### config.mk
export PLATFORM = sky130hd
export DESIGN_NAME = adder_ternary_gather
export DESIGN_NICKNAME = d
export VERILOG_FILES = /design/src/rtl/adder_ternary_gather.sv
export SDC_FILE = /design/constraint.sdc
export NUM_CORES = 1
export LEC_CHECK = 0
export CORE_MARGIN = 2
export CORE_UTILIZATION = 49
export CTS_CLUSTER_SIZE = 20
export DETAILED_ROUTE_END_ITERATION = 16
export PLACE_DENSITY = 0.88
export SYNTH_ARGS = -nofsm -noshare
export SYNTH_HDL_FRONTEND = slang
export SYNTH_SLANG_ARGS = --single-unit
### constraint.sdc
create_clock -name clk -period 1.9 [get_ports clk]
set_input_delay 0.19 -clock clk [delete_from_list [all_inputs] [get_ports clk]]
set_output_delay 0.19 -clock clk [all_outputs]
set_load 0.01 [all_outputs]
### src/rtl/adder_ternary_gather.sv
// Groups a serial valid/ready word stream into aligned operand triples for adder_ternary.
// Define ADDER_TERNARY_GATHER_LAST_EN to honour in_last (short groups, zero padded).
module adder_ternary_gather #(
  parameter int WIDTH = 8
) (
  input  logic             clk,
  input  logic             rst,
  input  logic             in_valid,
  output logic             in_ready,
  input  logic [WIDTH-1:0] in_data,
  input  logic             in_last,
  output logic             out_valid,
  input  logic             out_ready,
  output logic [WIDTH-1:0] out0,
  output logic [WIDTH-1:0] out1,
  output logic [WIDTH-1:0] out2,
  output logic [1:0]       out_count
);

  typedef enum logic [1:0] {IDLE = 2'd0, ONE = 2'd1, TWO = 2'd2} state_t;

  state_t           state, state_nxt;
  logic [WIDTH-1:0] s0, s1;
  logic [WIDTH-1:0] ld0, ld1, ld2;
  logic [1:0]       ld_cnt;
  logic             accept, grp_done, last_w;

  // The output register is a one-deep skid: it can reload on the same edge it drains.
  assign in_ready = !out_valid | out_ready;
  assign accept   = in_valid & in_ready;

`ifdef ADDER_TERNARY_GATHER_LAST_EN
  assign last_w = in_last;
`else
  logic unused_last;
  assign unused_last = in_last;
  assign last_w      = 1'b0;
`endif

  assign grp_done = accept & ((state == TWO) | last_w);

  always_comb begin
    state_nxt = state;
    if (accept) begin
      case (state)
        IDLE:    state_nxt = ONE;
        ONE:     state_nxt = TWO;
        default: state_nxt = IDLE;
      endcase
      if (grp_done) state_nxt = IDLE;
    end
  end

  // Words fill out0 first; positions past the group length read as zero.
  always_comb begin
    ld0    = s0;
    ld1    = s1;
    ld2    = in_data;
    ld_cnt = 2'd3;
`ifdef ADDER_TERNARY_GATHER_LAST_EN
    case (state)
      IDLE: begin
        ld0    = in_data;
        ld1    = '0;
        ld2    = '0;
        ld_cnt = 2'd1;
      end
      ONE: begin
        ld1    = in_data;
        ld2    = '0;
        ld_cnt = 2'd2;
      end
      default: ;
    endcase
`endif
  end

  always_ff @(posedge clk or posedge rst) begin
    if (rst) begin
      state <= IDLE;
      s0    <= '0;
      s1    <= '0;
    end else begin
      state <= state_nxt;
      if (accept && state == IDLE) s0 <= in_data;
      if (accept && state == ONE)  s1 <= in_data;
    end
  end

  always_ff @(posedge clk or posedge rst) begin
    if (rst) begin
      out_valid <= 1'b0;
      out0      <= '0;
      out1      <= '0;
      out2      <= '0;
      out_count <= 2'd0;
    end else if (grp_done) begin
      out_valid <= 1'b1;
      out0      <= ld0;
      out1      <= ld1;
      out2      <= ld2;
      out_count <= ld_cnt;
    end else if (out_ready) begin
      out_valid <= 1'b0;
    end
  end

endmodule
==> impl_summary.md <==
Timing
The clock skew after layout is around 0.015 ns. Headroom to the max-slew limit came out at roughly 64%. The worst path uses between 90% and 100% of the clock period. Setup violations remaining at the end of the flow were counted as 0. The actual slew at the worst max-slew pin is 0.5378 ns. The peak clock frequency supported by timing is 562.8 MHz. The final-layout setup total negative slack is 0 ns. The max-slew violation count is 0. The number of hold violations in the final report is 0.

The minimum setup slack in the final design is approximately 0.12 ns. The minimum clock period is 1.777 ns. Setup repair after global routing left no endpoint under its margin.

Detailed routing
After detailed routing, the number of vias per cell comes to 5.156. The remaining antenna violation count after routing is 0. The first TritonRoute pass finished after 4 iterations. The DRC marker count from the first detailed-route iteration is 34. The final wirelength is ~3100 um. The total length of routed met3 wires is 162 um. In the routed design, unresolved DRC markers number 0. After detailed routing, the average wire length per cell comes to ~16 um. The routed length on met2 is about 1600 um. The top metal layer carrying routed signals is met4. The total via count after detailed routing is just under 1000. The detailed router put a total of 1301 um of wire on met1.

Clock network
CTS built an H-tree with a depth of 2. The number of resized instances in the post-cts repair step is 0. For this design, the sink count on the clock tree is 44. After clock tree synthesis, the clock-pin slew on the worst setup and hold paths is 0.12 ns. The clock tree from TritonCTS is done. The number of buffers on the longest clock path is 2. The cts-stage hold buffer count is 0.

The tree is rooted in a sky130_fd_sc_hd__clkbuf_4. In this run the post-CTS setup repair buffer count came out at 0. The clock reaches the later pin of the worst-skew pair after around 0.35 ns. The total clock buffers created by CTS is 5.

Yosys
The top cell type by total area after synthesis is sky130_fd_sc_hd__dfrtp_1. The post-synth design cell area is 0.001794 sq mm. The post-synthesis cell type count is 13.

The number of nets in the synthesized netlist is ~110. The number of warnings issued by yosys is 0. Counting flops with an async set or reset pin after synthesis yields a share of 100.0%. Of the post-synthesis cell area, the dominant cell type holds ~61%. The most common cell in the synthesized netlist is sky130_fd_sc_hd__dfrtp_1. The count of flip-flops with a built-in enable after synthesis is 0. After synthesis the netlist holds a flip-flop and latch count of 44. The share of the yosys chip area belonging to registers is around three fifths. The average size of a mapped cell is 18.12 sq um.

Sorting the synthesized cells by area gives the leading types as sky130_fd_sc_hd__dfrtp_1 61%, sky130_fd_sc_hd__mux2_4 22%, sky130_fd_sc_hd__mux2_2 8.8%. The synthesized instance count is a little under 100. The commonest register cell after synthesis is sky130_fd_sc_hd__dfrtp_1. Sorting the synthesized cells by how often they occur yields 44 x sky130_fd_sc_hd__dfrtp_1, 26 x sky130_fd_sc_hd__mux2_4, 14 x sky130_fd_sc_hd__mux2_2.

GRT
The global route total overflow is 0. The number of global-route vias before repair is approximately 1100. The global-route wire length before repair is about 5300 um. Global routing used between 10% and 20% of the available tracks across all layers. Entering global routing, the biggest net connects 45 pins. The number of antenna violations at the first check in global routing is 0.

Finish
Once layout is complete, the utilization of the core stands at around two thirds. The number of antenna diodes is 0. The number of nets in the layout is about 160.

The post-route netlist has a little under two fifths of its cells at a drive strength greater than 1. The layout has between 200 and 250 filler cells. The layout overhead on the synthesized area is 29.01%. Registers take between 0.001 and 0.0015 sq mm.

The multi-input combinational cells in the finished layout cover a total of 636.9 sq um.

Power
Overall power consumption after layout is estimated at between 3 and 4 mW. Net switching is around 28% of the power. The largest vdd supply drop is a little over 900 uV. The clock network accounts for around an eighth of the total power. The analysis attributes to net switching a power of between 1 and 1.5 mW. The total leakage power is between 1 and 1.5 nW. The internal power of the cells is roughly 2.8 mW. The combinational group share of total power is 44.3%. Of the total power, registers draw between 40 and 50%. The total power density per cell area is around 1700 mW/mm^2.

Critical path
The kind of critical path is register to primary output. The critical path ends at in_ready. In this run the worst setup path begins at out_valid. STA classifies the critical path startpoint as a register. The highest net fanout along the worst path is 4. The length in cells of the worst reg-to-reg path is 4. The end of the worst register-to-register path is ld1[5]. STA puts the critical path data arrival time at roughly 1.6 ns. For the worst setup path, the data required time is roughly 1.7 ns. In this run the register-to-register setup slack is 0.38 ns. The worst setup path is captured at a primary output. The startpoint identified for the worst register-to-register timing path is out_valid.

Floorplanning
The area of the die is 0.004162 sq mm. The die width is roughly 65 um. The floorplan has 21 rows.

The core region is ~0.0034 sq mm. The initial cell density of the core is a little over half. The count of pins on the block boundary is 41. The die height is between 60 and 70 um.

Worst hold path
The path class of the lowest-slack min-delay path is input pin to asynchronous set/reset pin.

Placed design
At the placement stage, the worst setup path has a slack of 0.09915 ns. The final HPWL from detailed placement is approximately 2200 um. The final RePlAce weighted congestion is 0.7119. Input and output buffers added on the ports amount to 39.

Status
The flow ran to the end, and the final reports show no timing, DRC or antenna violations.

Job
Across the run, the number of max-cap violations was 0.
## worst max-delay path, stage by stage (launching register included)
cell	delay [ns]
sky130_fd_sc_hd__dfrtp_1	0.40
sky130_fd_sc_hd__nand2b_1	0.16
sky130_fd_sc_hd__buf_4	0.16
sky130_fd_sc_hd__clkdlybuf4s50_1	0.53
## routing by layer
layer	vias up	GRT usage [%]
met1	510	22.37
met4	0	4.787
met2	35	27.99
met5	-	0
li1	440	-
met3	5	4.861
## layout make-up
| type | instances | area share (%) |
|---|---|---|
| inverter | 1 | 0.1622 |
| clock inverter | 1 | 0.3243 |
| clock buffer | 7 | 2.378 |
| timing repair buffer | 44 | 19.57 |
| tap | 46 | 2.486 |
| multi-input combinational | 49 | 27.51 |
| sequential | 44 | 47.57 |
## logic make-up after synthesis
| family | share of synthesized area [%] |
|---|---|
| simple gates | 3.974 |
| buf+inv | 3.138 |
| mux | 30.54 |
| compound gates | 0.9765 |
| flops | 61.37 |
## registers in the layout, summed over array words and instances (netlist names)
signal	count
ld1	8
out2	8
out_valid	1
out_count	1
state	2
out1	8
out0	8
ld0	8
## power by group through the flow
stage / Combinational (mW) / Sequential, mW / Clock (mW)
final: 1.71 / 1.68 / 0.463
after global placement: 1.68 / 1.66 / 0
after detailed placement: 1.73 / 1.71 / 0
after global routing: 1.82 / 1.74 / 0.526
after floorplan: 0.883 / 1.76 / 0
after CTS: 1.73 / 1.69 / 0.476
## worst min path at each step
stage                        end          from  depth (start not counted)
finish                   out1[3]           rst                          3
detailed placement       out1[4]        ld1[4]                          1
CTS                      out0[3]           rst                          3
global route             out1[3]           rst                          3
floorplan                 ld0[0]    in_data[0]                          1
global placement    out_count[0]  out_count[0]                          1
## cell usage in the layout (no fill, tap or decap)
cell type                         netlist  layout
sky130_fd_sc_hd__clkbuf_4               0       5
sky130_fd_sc_hd__dfrtp_1               44      44
sky130_fd_sc_hd__clkinvlp_4             0       1
sky130_fd_sc_hd__mux2_2                14      14
sky130_fd_sc_hd__clkdlybuf4s50_1        0      39
sky130_fd_sc_hd__buf_12                 0       2
sky130_fd_sc_hd__clkbuf_8               0       1
sky130_fd_sc_hd__clkbuf_1               0       1
sky130_fd_sc_hd__mux2_4                26      26
sky130_fd_sc_hd__buf_4                  1       3
sky130_fd_sc_hd__a21o_1                 1       1
sky130_fd_sc_hd__a21bo_2                1       1
sky130_fd_sc_hd__nand2b_1               2       2
sky130_fd_sc_hd__nand4b_4               1       1
sky130_fd_sc_hd__nand4b_2               1       1
sky130_fd_sc_hd__clkinv_1               0       1
sky130_fd_sc_hd__nand2_1                2       2
sky130_fd_sc_hd__and4bb_1               1       1
## metrics by stage
step | hold WS [ns] | std cells | cell area (sq um)
after global placement | 0.4704 | 184 | 2252
after CTS | 0.2741 | 192 | 2315
after detailed placement | 0.4927 | 184 | 2252
after floorplan | 0.3380 | 99 | 1794
final | 0.2730 | 192 | 2315
after global routing | 0.3155 | 192 | 2315
(Power assumes the default switching activity.)
